## src/rtl/convb_ctrl.sv

```systemverilog
// ConvB layer sequencer: weight preload, IFM streaming and conv/accu/relu/write strobe timing.
// Optional freeze input enabled by defining CONVB_CTRL_STALL_EN.
module convb_ctrl #(
    parameter int IFM_SIZE          = 32,
    parameter int IFM_DEPTH         = 3,
    parameter int KERNAL_SIZE       = 5,
    parameter int NUMBER_OF_FILTERS = 6,
    parameter int NUMBER_OF_UNITS   = 3,
    parameter int PIPE_LATENCY      = 2,
    localparam int GROUPS        = NUMBER_OF_FILTERS / NUMBER_OF_UNITS,
    localparam int IFM_SIZE_NEXT = IFM_SIZE - KERNAL_SIZE + 1,
    localparam int NUMBER_OF_WM  = KERNAL_SIZE * KERNAL_SIZE,
    localparam int IA_W = $clog2(IFM_SIZE * IFM_SIZE),
    localparam int WA_W = $clog2(NUMBER_OF_WM * IFM_DEPTH * (GROUPS + 1)),
    localparam int BA_W = $clog2(NUMBER_OF_FILTERS),
    localparam int OA_W = $clog2(IFM_SIZE_NEXT * IFM_SIZE_NEXT)
) (
    input  logic            clk,
    input  logic            reset,
    input  logic            start,
    input  logic            stall,
    output logic            busy,
    output logic            done,
    output logic            ifm_enable_read,
    output logic [IA_W-1:0] ifm_address_read,
    output logic            fifo_enable,
    output logic            conv_enable,
    output logic            accu_enable,
    output logic            relu_enable,
    output logic            wm_addr_sel,
    output logic            wm_enable_read,
    output logic            wm_fifo_enable,
    output logic [WA_W-1:0] wm_address_read_current,
    output logic            bm_addr_sel,
    output logic            bm_enable_read,
    output logic [BA_W-1:0] bm_address_read_current,
    output logic            ofm_enable_read,
    output logic            ofm_enable_write,
    output logic [OA_W-1:0] ofm_address_read,
    output logic [OA_W-1:0] ofm_address_write
);
    localparam int NPIX = IFM_SIZE * IFM_SIZE;
    localparam int CW   = $clog2(NPIX + NUMBER_OF_WM + PIPE_LATENCY + 2);
    localparam int GW   = $clog2(GROUPS + 1);
    localparam int DW   = $clog2(IFM_DEPTH + 1);
    localparam int PW   = $clog2(IFM_SIZE + 1);

    typedef enum logic [2:0] {S_IDLE, S_LOAD_W, S_STREAM, S_DRAIN, S_DONE} state_t;

    state_t          r_state, w_n_state;
    logic [CW-1:0]   r_cnt, w_n_cnt;
    logic [GW-1:0]   r_g, w_n_g;
    logic [DW-1:0]   r_d, w_n_d;
    logic            r_busy, r_done;
    logic            r_wm_en, r_wm_fifo, r_bm_en, r_ifm_en, r_fifo;
    logic [WA_W-1:0] r_wm_addr, r_wm_ptr;
    logic [BA_W-1:0] r_bm_addr;
    logic [IA_W-1:0] r_ifm_addr;
    logic [PW-1:0]   r_row, r_col;
    logic [OA_W-1:0] r_oc_cnt;
    logic [PIPE_LATENCY:0] r_dv;
    logic [OA_W-1:0] r_doc [0:PIPE_LATENCY];
    logic            w_adv, w_live, w_win, w_wm_rd, w_bm_rd, w_ifm_rd;
    logic            w_last_d, w_last_g, w_d_nz, w_d_last;

    assign w_last_d = (r_d == DW'(IFM_DEPTH - 1));
    assign w_last_g = (r_g == GW'(GROUPS - 1));
    assign w_d_nz   = (r_d != '0);
    assign w_d_last = w_last_d;

    always_comb begin
        w_n_state = r_state;
        w_n_cnt   = r_cnt + 1'b1;
        w_n_g     = r_g;
        w_n_d     = r_d;
        case (r_state)
            S_IDLE: begin
                w_n_cnt = '0;
                if (start) begin
                    w_n_state = S_LOAD_W;
                    w_n_g     = '0;
                    w_n_d     = '0;
                end
            end
            S_LOAD_W: if (r_cnt == CW'(NUMBER_OF_WM)) begin
                w_n_state = S_STREAM;
                w_n_cnt   = '0;
            end
            S_STREAM: if (r_cnt == CW'(NPIX - 1)) begin
                w_n_state = S_DRAIN;
                w_n_cnt   = '0;
            end
            S_DRAIN: if (r_cnt == CW'(PIPE_LATENCY)) begin
                w_n_cnt = '0;
                if (w_last_d) begin
                    w_n_d = '0;
                    if (w_last_g) begin
                        w_n_state = S_DONE;
                    end else begin
                        w_n_g     = r_g + 1'b1;
                        w_n_state = S_LOAD_W;
                    end
                end else begin
                    w_n_d     = r_d + 1'b1;
                    w_n_state = S_LOAD_W;
                end
            end
            S_DONE: begin
                w_n_state = S_IDLE;
                w_n_cnt   = '0;
            end
            default: begin
                w_n_state = S_IDLE;
                w_n_cnt   = '0;
            end
        endcase
    end

    // Strobes are decoded from the upcoming position so a held position replays them after a freeze.
    assign w_wm_rd  = (w_n_state == S_LOAD_W) && (w_n_cnt < CW'(NUMBER_OF_WM));
    assign w_bm_rd  = (w_n_state == S_LOAD_W) && (w_n_cnt == '0);
    assign w_ifm_rd = (w_n_state == S_STREAM);
    assign w_win    = r_ifm_en && (r_row >= PW'(KERNAL_SIZE - 1)) && (r_col >= PW'(KERNAL_SIZE - 1));

`ifdef CONVB_CTRL_STALL_EN
    logic r_live;
    assign w_adv  = ~(stall && (r_state != S_IDLE));
    assign w_live = r_live;
    always_ff @(posedge clk) begin
        if (reset) r_live <= 1'b1;
        else       r_live <= w_adv;
    end
`else
    logic w_unused_stall;
    assign w_unused_stall = stall;
    assign w_adv  = 1'b1;
    assign w_live = 1'b1;
`endif

    always_ff @(posedge clk) begin
        if (reset || (w_adv && (w_n_state == S_IDLE))) begin
            r_state    <= S_IDLE;
            r_cnt      <= '0;
            r_g        <= '0;
            r_d        <= '0;
            r_busy     <= 1'b0;
            r_done     <= 1'b0;
            r_wm_en    <= 1'b0;
            r_wm_fifo  <= 1'b0;
            r_bm_en    <= 1'b0;
            r_ifm_en   <= 1'b0;
            r_fifo     <= 1'b0;
            r_wm_addr  <= '0;
            r_wm_ptr   <= '0;
            r_bm_addr  <= '0;
            r_ifm_addr <= '0;
            r_row      <= '0;
            r_col      <= '0;
            r_oc_cnt   <= '0;
            r_dv       <= '0;
            for (int unsigned j = 0; j <= PIPE_LATENCY; j++) r_doc[j] <= '0;
        end else if (w_adv) begin
            r_state   <= w_n_state;
            r_cnt     <= w_n_cnt;
            r_g       <= w_n_g;
            r_d       <= w_n_d;
            r_busy    <= 1'b1;
            r_done    <= (w_n_state == S_DONE);
            r_wm_en   <= w_wm_rd;
            r_wm_fifo <= r_wm_en;
            r_bm_en   <= w_bm_rd;
            r_ifm_en  <= w_ifm_rd;
            r_fifo    <= r_ifm_en;
            if (w_wm_rd) begin
                r_wm_addr <= r_wm_ptr;
                r_wm_ptr  <= r_wm_ptr + 1'b1;
            end
            if (w_bm_rd) r_bm_addr <= BA_W'(w_n_g);
            if (w_ifm_rd) begin
                r_ifm_addr <= w_n_cnt[IA_W-1:0];
                if (w_n_cnt == '0) begin
                    r_row <= '0;
                    r_col <= '0;
                end else if (r_col == PW'(IFM_SIZE - 1)) begin
                    r_row <= r_row + 1'b1;
                    r_col <= '0;
                end else begin
                    r_col <= r_col + 1'b1;
                end
            end
            r_dv <= {r_dv[PIPE_LATENCY-1:0], w_win};
            if (w_win) begin
                r_doc[0] <= r_oc_cnt;
                r_oc_cnt <= r_oc_cnt + 1'b1;
            end
            if (w_n_state == S_LOAD_W) r_oc_cnt <= '0;
            for (int unsigned j = 1; j <= PIPE_LATENCY; j++) r_doc[j] <= r_doc[j-1];
        end
    end

    assign busy                    = r_busy;
    assign wm_addr_sel             = r_busy;
    assign bm_addr_sel             = r_busy;
    assign done                    = r_done & w_live;
    assign wm_enable_read          = r_wm_en & w_live;
    assign wm_fifo_enable          = r_wm_fifo & w_live;
    assign wm_address_read_current = r_wm_addr;
    assign bm_enable_read          = r_bm_en & w_live;
    assign bm_address_read_current = r_bm_addr;
    assign ifm_enable_read         = r_ifm_en & w_live;
    assign ifm_address_read        = r_ifm_addr;
    assign fifo_enable             = r_fifo & w_live;
    assign conv_enable             = r_dv[0] & w_live;
    assign ofm_enable_read         = r_dv[0] & w_d_nz & w_live;
    assign ofm_address_read        = r_doc[0];
    assign accu_enable             = r_dv[PIPE_LATENCY-1] & w_d_nz & w_live;
    assign relu_enable             = r_dv[PIPE_LATENCY-1] & w_d_last & w_live;
    assign ofm_enable_write        = r_dv[PIPE_LATENCY] & w_live;
    assign ofm_address_write       = r_doc[PIPE_LATENCY];
endmodule

```

## config.mk

```make
export PLATFORM = sky130hd
export DESIGN_NAME = convb_ctrl
export DESIGN_NICKNAME = d
export VERILOG_FILES = /design/src/rtl/convb_ctrl.sv
export SDC_FILE = /design/constraint.sdc
export NUM_CORES = 1
export LEC_CHECK = 0
export BUFFER_PORTS_ARGS = -buffer_cell sky130_fd_sc_hd__buf_2
export CORE_AREA = 2 2 112 93
export CTS_CLUSTER_SIZE = 12
export DETAILED_ROUTE_END_ITERATION = 16
export DIE_AREA = 0 0 114 95
export PLACE_DENSITY_LB_ADDON = 0.12
export SLEW_MARGIN = 10
export SYNTH_ARGS = -nofsm -noshare
export SYNTH_HDL_FRONTEND = slang
export SYNTH_SLANG_ARGS = --single-unit
export TNS_END_PERCENT = 50
```

## constraint.sdc

```tcl
create_clock -name clk -period 4.34 [get_ports clk]
set_input_delay 1.302 -clock clk [delete_from_list [all_inputs] [get_ports clk]]
set_output_delay 1.302 -clock clk [all_outputs]
set_load 0.005 [all_outputs]
```

Word level (Yosys, flattened, before mapping)

Memory sizes are Yosys's and may differ from the RTL's.
Cells that the tools add are included.
W data, S select, Z words.

Bits in writable memories: 30
Output and inout port bits: 55
Memories: 1
Register bits: 78
Input bits: 4
Word-level logic and storage cells: 97

Memory list:

| memory | depth | width | rd ports | clocked after memory_dff | write ports | RTL line | text |
|---|---|---|---|---|---|---|---|
| r_doc  | 3     | 10    | 3        | 0                        | 3           | 62       | `logic [OA_W-1:0] r_doc [0:PIPE_LATENCY];` |

Equality and inequality tests: 14
Bitwise gates (word level): 6
Mux-type cells: 33
Add/sub/neg operators: 7
Reductions and logical operators: 14
Order comparisons: 3

Operators with widths:

| cell                    | number |
|---|---|
| $mux W11                | 3 |
| $pmux W11 S3            | 1 |
| $mux W10                | 3 |
| $mux W6                 | 4 |
| $mux W3                 | 6 |
| $mux W2                 | 7 |
| $add A6 B1 Y6 const B   | 2 |
| $ge A6 B3 Y1 const B    | 2 |
| $pmux W3 S4             | 1 |
| $add A11 B1 Y11 const B | 1 |
| $eq A11 B10 Y1 const B  | 1 |
| $eq A11 B2 Y1 const B   | 1 |
| $eq A11 B5 Y1 const B   | 1 |
| $logic_not A11 Y1       | 1 |
| $lt A11 B5 Y1 const B   | 1 |
| $add A10 B1 Y10 const B | 1 |
| $eq A3 B2 Y1 const B    | 3 |
| $add A8 B1 Y8 const B   | 1 |
| $pmux W2 S2             | 2 |
| $eq A3 B1 Y1 const B    | 2 |
| $eq A6 B5 Y1 const B    | 1 |
| $logic_not A3 Y1        | 2 |
| $mux W1                 | 6 |
| $reduce_bool A2 Y1      | 3 |
| 12 further kinds        | 21 |

Longest topological paths before layout

Depth in word-level cells: 10
Mapped depth: 13
Gate-level depth less buffers: 10

Worst setup path after synthesis

OpenSTA, ideal clock, no wires.

Path kind: input -> register
Start: input start
End: memory r_doc[0][0] in the netlist's numbering (enable)
Arrival: 3.040 ns
Setup time: 0.390 ns
Slack: 0.910 ns
Data required time: 3.950 ns
Stages: 10
Buffers on the path: 3
Path through: nor4b_1 a221oi_1 nand3_2 nor2_1 a21o_1 buf_4 inv_2 buf_4 buf_2 o21ai_0

RTL lines:

| what            | RTL line | text |
|---|---|---|
| start, declared | 20       | `input logic start,` |
| end, declared   | 62       |  |

Final worst setup path

Start: input start
End: register r_row[0]

Word-level cells in the longest chain between the ends: 4
Elaborated cells on any way between the ends: 6
Those cells by class: 1 x eq/ne; 2 x mux; 3 x reduce/logical

Ends and longest elaborated chain:

| what                                                              | RTL line | text |
|---|---|---|
| $mux W3 *                                                         | 79       | `if (start) begin` |
| $pmux W3 S4 *                                                     | 76       | `case (r_state)` |
| $eq A3 B2 Y1 or $logic_not A3 Y1 (tied branches)                  | 122, 141 |  |
| $reduce_and A2 Y1 (no line) or $logic_or A1 B1 Y1 (tied branches) | -        |  |
| end signal, assigned                                              | 185      | `r_row <= r_row + 1'b1;` |
| end, declared                                                     | 59       | `logic [PW-1:0] r_row, r_col;` |

Every way passes the cells marked *; elsewhere a longest branch is shown, timed or not.
A chain may end at the register's enable or synchronous reset.

==> flow_summary_export.csv <==
group,metric,value,unit
cells_and_area,nets,538,
routing,drt_iter0_markers,276,
cts,path_clk_slew,0.07,ns
timing,finalSetupViolCount,0,
logic_synthesis,synth_area_leader_cell,"dfxtp_1",
timing,setup_slack,1.135,ns
power_and_ir_drop,sw_frac_of_total,0.2371,
cts,cts_sinks,108,
cts,ctsHoldBuffers,0,
routing,drt_pass1_iterations,4,
timing,finalHoldViolCount,0,
place,hpwl,6.564,mm
power_and_ir_drop,clock_power_share,0.409,
floorplan,die_area,0.01083,mm^2
critical_path,critPathKind,"in2reg",
critical_path,cp_max_fo,30,
worst_hold_path,min_from,"r_doc[0][16]",
critical_path,startpoint,"start",
routing,dr_total_vias,3449,
timing,fin_worst_skew,0.007832,ns
logic_synthesis,synth_nets,516,
logic_synthesis,synth_most_common_cell,"dfxtp_1",
cells_and_area,seq_area,0.002262,mm^2
cells_and_area,multi_input_area,0.002115,mm^2
power_and_ir_drop,powerDensity,368.3,mW/mm^2
timing,final.period_utilization,0.7384,
logic_synthesis,synth.distinct_cells,63,
global_route,track_usage,0.1824,
global_route,grt_pass1_wl,15.63,mm
cells_and_area,n_fill_cell,920,
floorplan,rows,33,
place,dp_slack,0.8413,ns
logic_synthesis,syn_avg_cell_area,9.418,um^2
timing,rsz0062_at_grt,"no",
timing,slew_headroom,0.4297,
cts,root_buffer,"clkbuf_16",
floorplan,dieHeight,95,um
logic_synthesis,yosysWarningCount,0,
logic_synthesis,synth_common_cells,"dfxtp_1, nor2_1, and2_1",
logic_synthesis,ys_ff_latch,108,
logic_synthesis,synth_area,0.004737,mm^2
global_route,grt_pass1_vias,3139,
critical_path,cp.required,4.60,ns
routing,drc,0,
floorplan,die_w,114,um
place,gp_congestion,0.8383,
cts,cts_buffer_depth,2,
timing,fin_setup_tns,0,ns
cts,cts_resized,0,
logic_synthesis,synth_async_sr_flop_share,0,
timing,tightest_slew,0.8515,ns
place,port_buffers,56,
routing,drt_wl_total,9.410,mm
cells_and_area,fin_area,0.005182,mm^2
timing,min_period,3.205,ns
cts,cts_setup_buffers,0,
global_route,grt_overflow,0,
power_and_ir_drop,pwr-share-comb,0.051,
global_route,grt_antenna_before_repair,0,
place,dp.cells,636,
floorplan,core_area,0.009827,mm^2
logic_synthesis,ys_seq_area_frac,0.4775,
worst_hold_path,hold_class,"reg2reg",
critical_path,timing.rr.start,"r_cnt[0]",
logic_synthesis,yosys_most_used_dff,"dfxtp_1",
logic_synthesis,synthCells,503,
critical_path,cp-start-kind,"input pin",
logic_synthesis,synth_edf_count,10,
cells_and_area,drive_above_1_share,0.1679,
cells_and_area,num_antenna_cells,0,
cts,h-tree-depth,3,
cts,clk_latency,0.34,ns
routing,via_per_inst,5.290,
timing,slew_violations,0,
power_and_ir_drop,ir_drop,230.6,uV
cts,cts_tree,"yes",
routing,ant_nets,0,
power_and_ir_drop,p_seq_frac,0.540,
power_and_ir_drop,switching_power,452.5,uW
cts,numCtsBuffers,9,
power_and_ir_drop,p_int,1.456,mW
logic_synthesis,synth_top_area_share,0.4142,
outcome,status,"finished, final reports clean",
critical_path,end_kind,"flop",
cells_and_area,fin_cells,652,
cells_and_area,area_growth_syn_to_layout,9.403,%
routing,wl_per_cell,14.43,um
floorplan,initial_core_util,0.4820,
logic_synthesis,synth_area_leaders,"dfxtp_1, edfxtp_1, and2_1",
power_and_ir_drop,leakagePower,2.107,nW
critical_path,arrival,3.46,ns
timing,max_freq,0.3120,GHz
run,maxCapViolations,0,
place,dpl-instance-area,0.004900,mm^2
floorplan,pin_count,59,
global_route,grt_start_max_net_pins,31,
-- per-layer routing --
layer,global-route usage,up-vias,part of all wire
met3,0.03979,9,0.057
met5,0,-,0
li1,-,1759,-
met1,0.2676,1592,0.52
met2,0.2698,89,0.42
met4,0.05183,0,0.011
-- registers in the layout, summed over array words and instances, names as in the netlist, 2 cells and up --
register	cells
r_d	2
wm_address_read_current	8
r_g	2
r_col	6
r_row	6
r_wm_ptr	8
r_doc	30
r_dv	3
bm_address_read_current	2
r_cnt	11
r_state	3
r_oc_cnt	10
ifm_address_read	10
-- path summary, 6_finish.rpt --
kind | to | slack, ns | cells past startpoint
setup / recovery | r_row[0] | 1.14 | 10
setup reg to reg | r_wm_ptr[4] | 1.26 | 8
hold reg to reg | r_doc[0][26] | 0.43 | 1
hold / removal | r_doc[0][26] | 0.43 | 1
-- power by group through the flow --
stage / registers (mW) / clock network (mW) / logic (mW)
after CTS: 1.03 / 0.802 / 0.0985
after global placement: 1.05 / 0 / 0.0969
final: 1.03 / 0.781 / 0.0970
after floorplan: 1.05 / 0 / 0.0805
after global routing: 1.03 / 0.839 / 0.110
after detailed placement: 1.05 / 0 / 0.0974
-- layout by cell type (no fill, tap or decap), drive strengths merged, types with 4 or more instances in the layout --
cell type,instances
inv,18
xnor2,11
clkbuf,10
and2,39
nand2,28
o21ai,18
xor2,19
nand4,15
nor3,6
mux2i,6
dfxtp,98
ha,9
and3,16
a211oi,7
edfxtp,10
nor3b,4
nor2,46
nand2b,6
buf,61
nand3,26
a22oi,9
a21oi,10
nor2b,6
-- critical path, stage by stage --
cell	delay, ns
buf_2	0.09
nor4b_1	0.49
a221oi_1	0.13
nand3_2	0.19
nor2_1	0.09
a21o_1	0.21
inv_2	0.25
buf_4	0.36
o21ai_2	0.17
o22ai_1	0.17
-- metrics by stage --
step / hold slack, ns / power, mW / utilization
final: 0.4258 / 1.909 / 0.5274
after global routing: 0.4384 / 1.982 / 0.5274
after CTS: 0.4272 / 1.932 / 0.5274
after detailed placement: 0.4113 / 1.152 / 0.4986
after global placement: 0.4088 / 1.151 / 0.4986
after floorplan: 0.4057 / 1.132 / -
-- layout make-up --
class,count,share of cell area
Clock buffer,10,0.04418
Clock inverter,6,0.01038
Inverter,14,0.01014
Multi-Input combinational cell,331,0.4080
Sequential cell,108,0.4365
Tap cell,122,0.02945
Timing Repair Buffer,61,0.06132
-- logic make-up (layout without fill, tap and decap cells) --
| kind of cell | Yosys count | in the layout | share of synthesized area |
|---|---|---|---|
| AOI/OAI and AO/OA | 71 | 71 | 0.1035 |
| xor gates and xnor gates | 30 | 30 | 0.05547 |
| adders and majority gates | 9 | 9 | 0.02377 |
| buffers and inverters | 64 | 91 | 0.07607 |
| DFF | 108 | 108 | 0.4775 |
| muxes | 6 | 6 | 0.01268 |
| other | 1 | 1 | 0.0007916 |
| and+or+nand+nor | 214 | 214 | 0.2501 |
No activity file was read; power rests on OpenSTA's default activity.
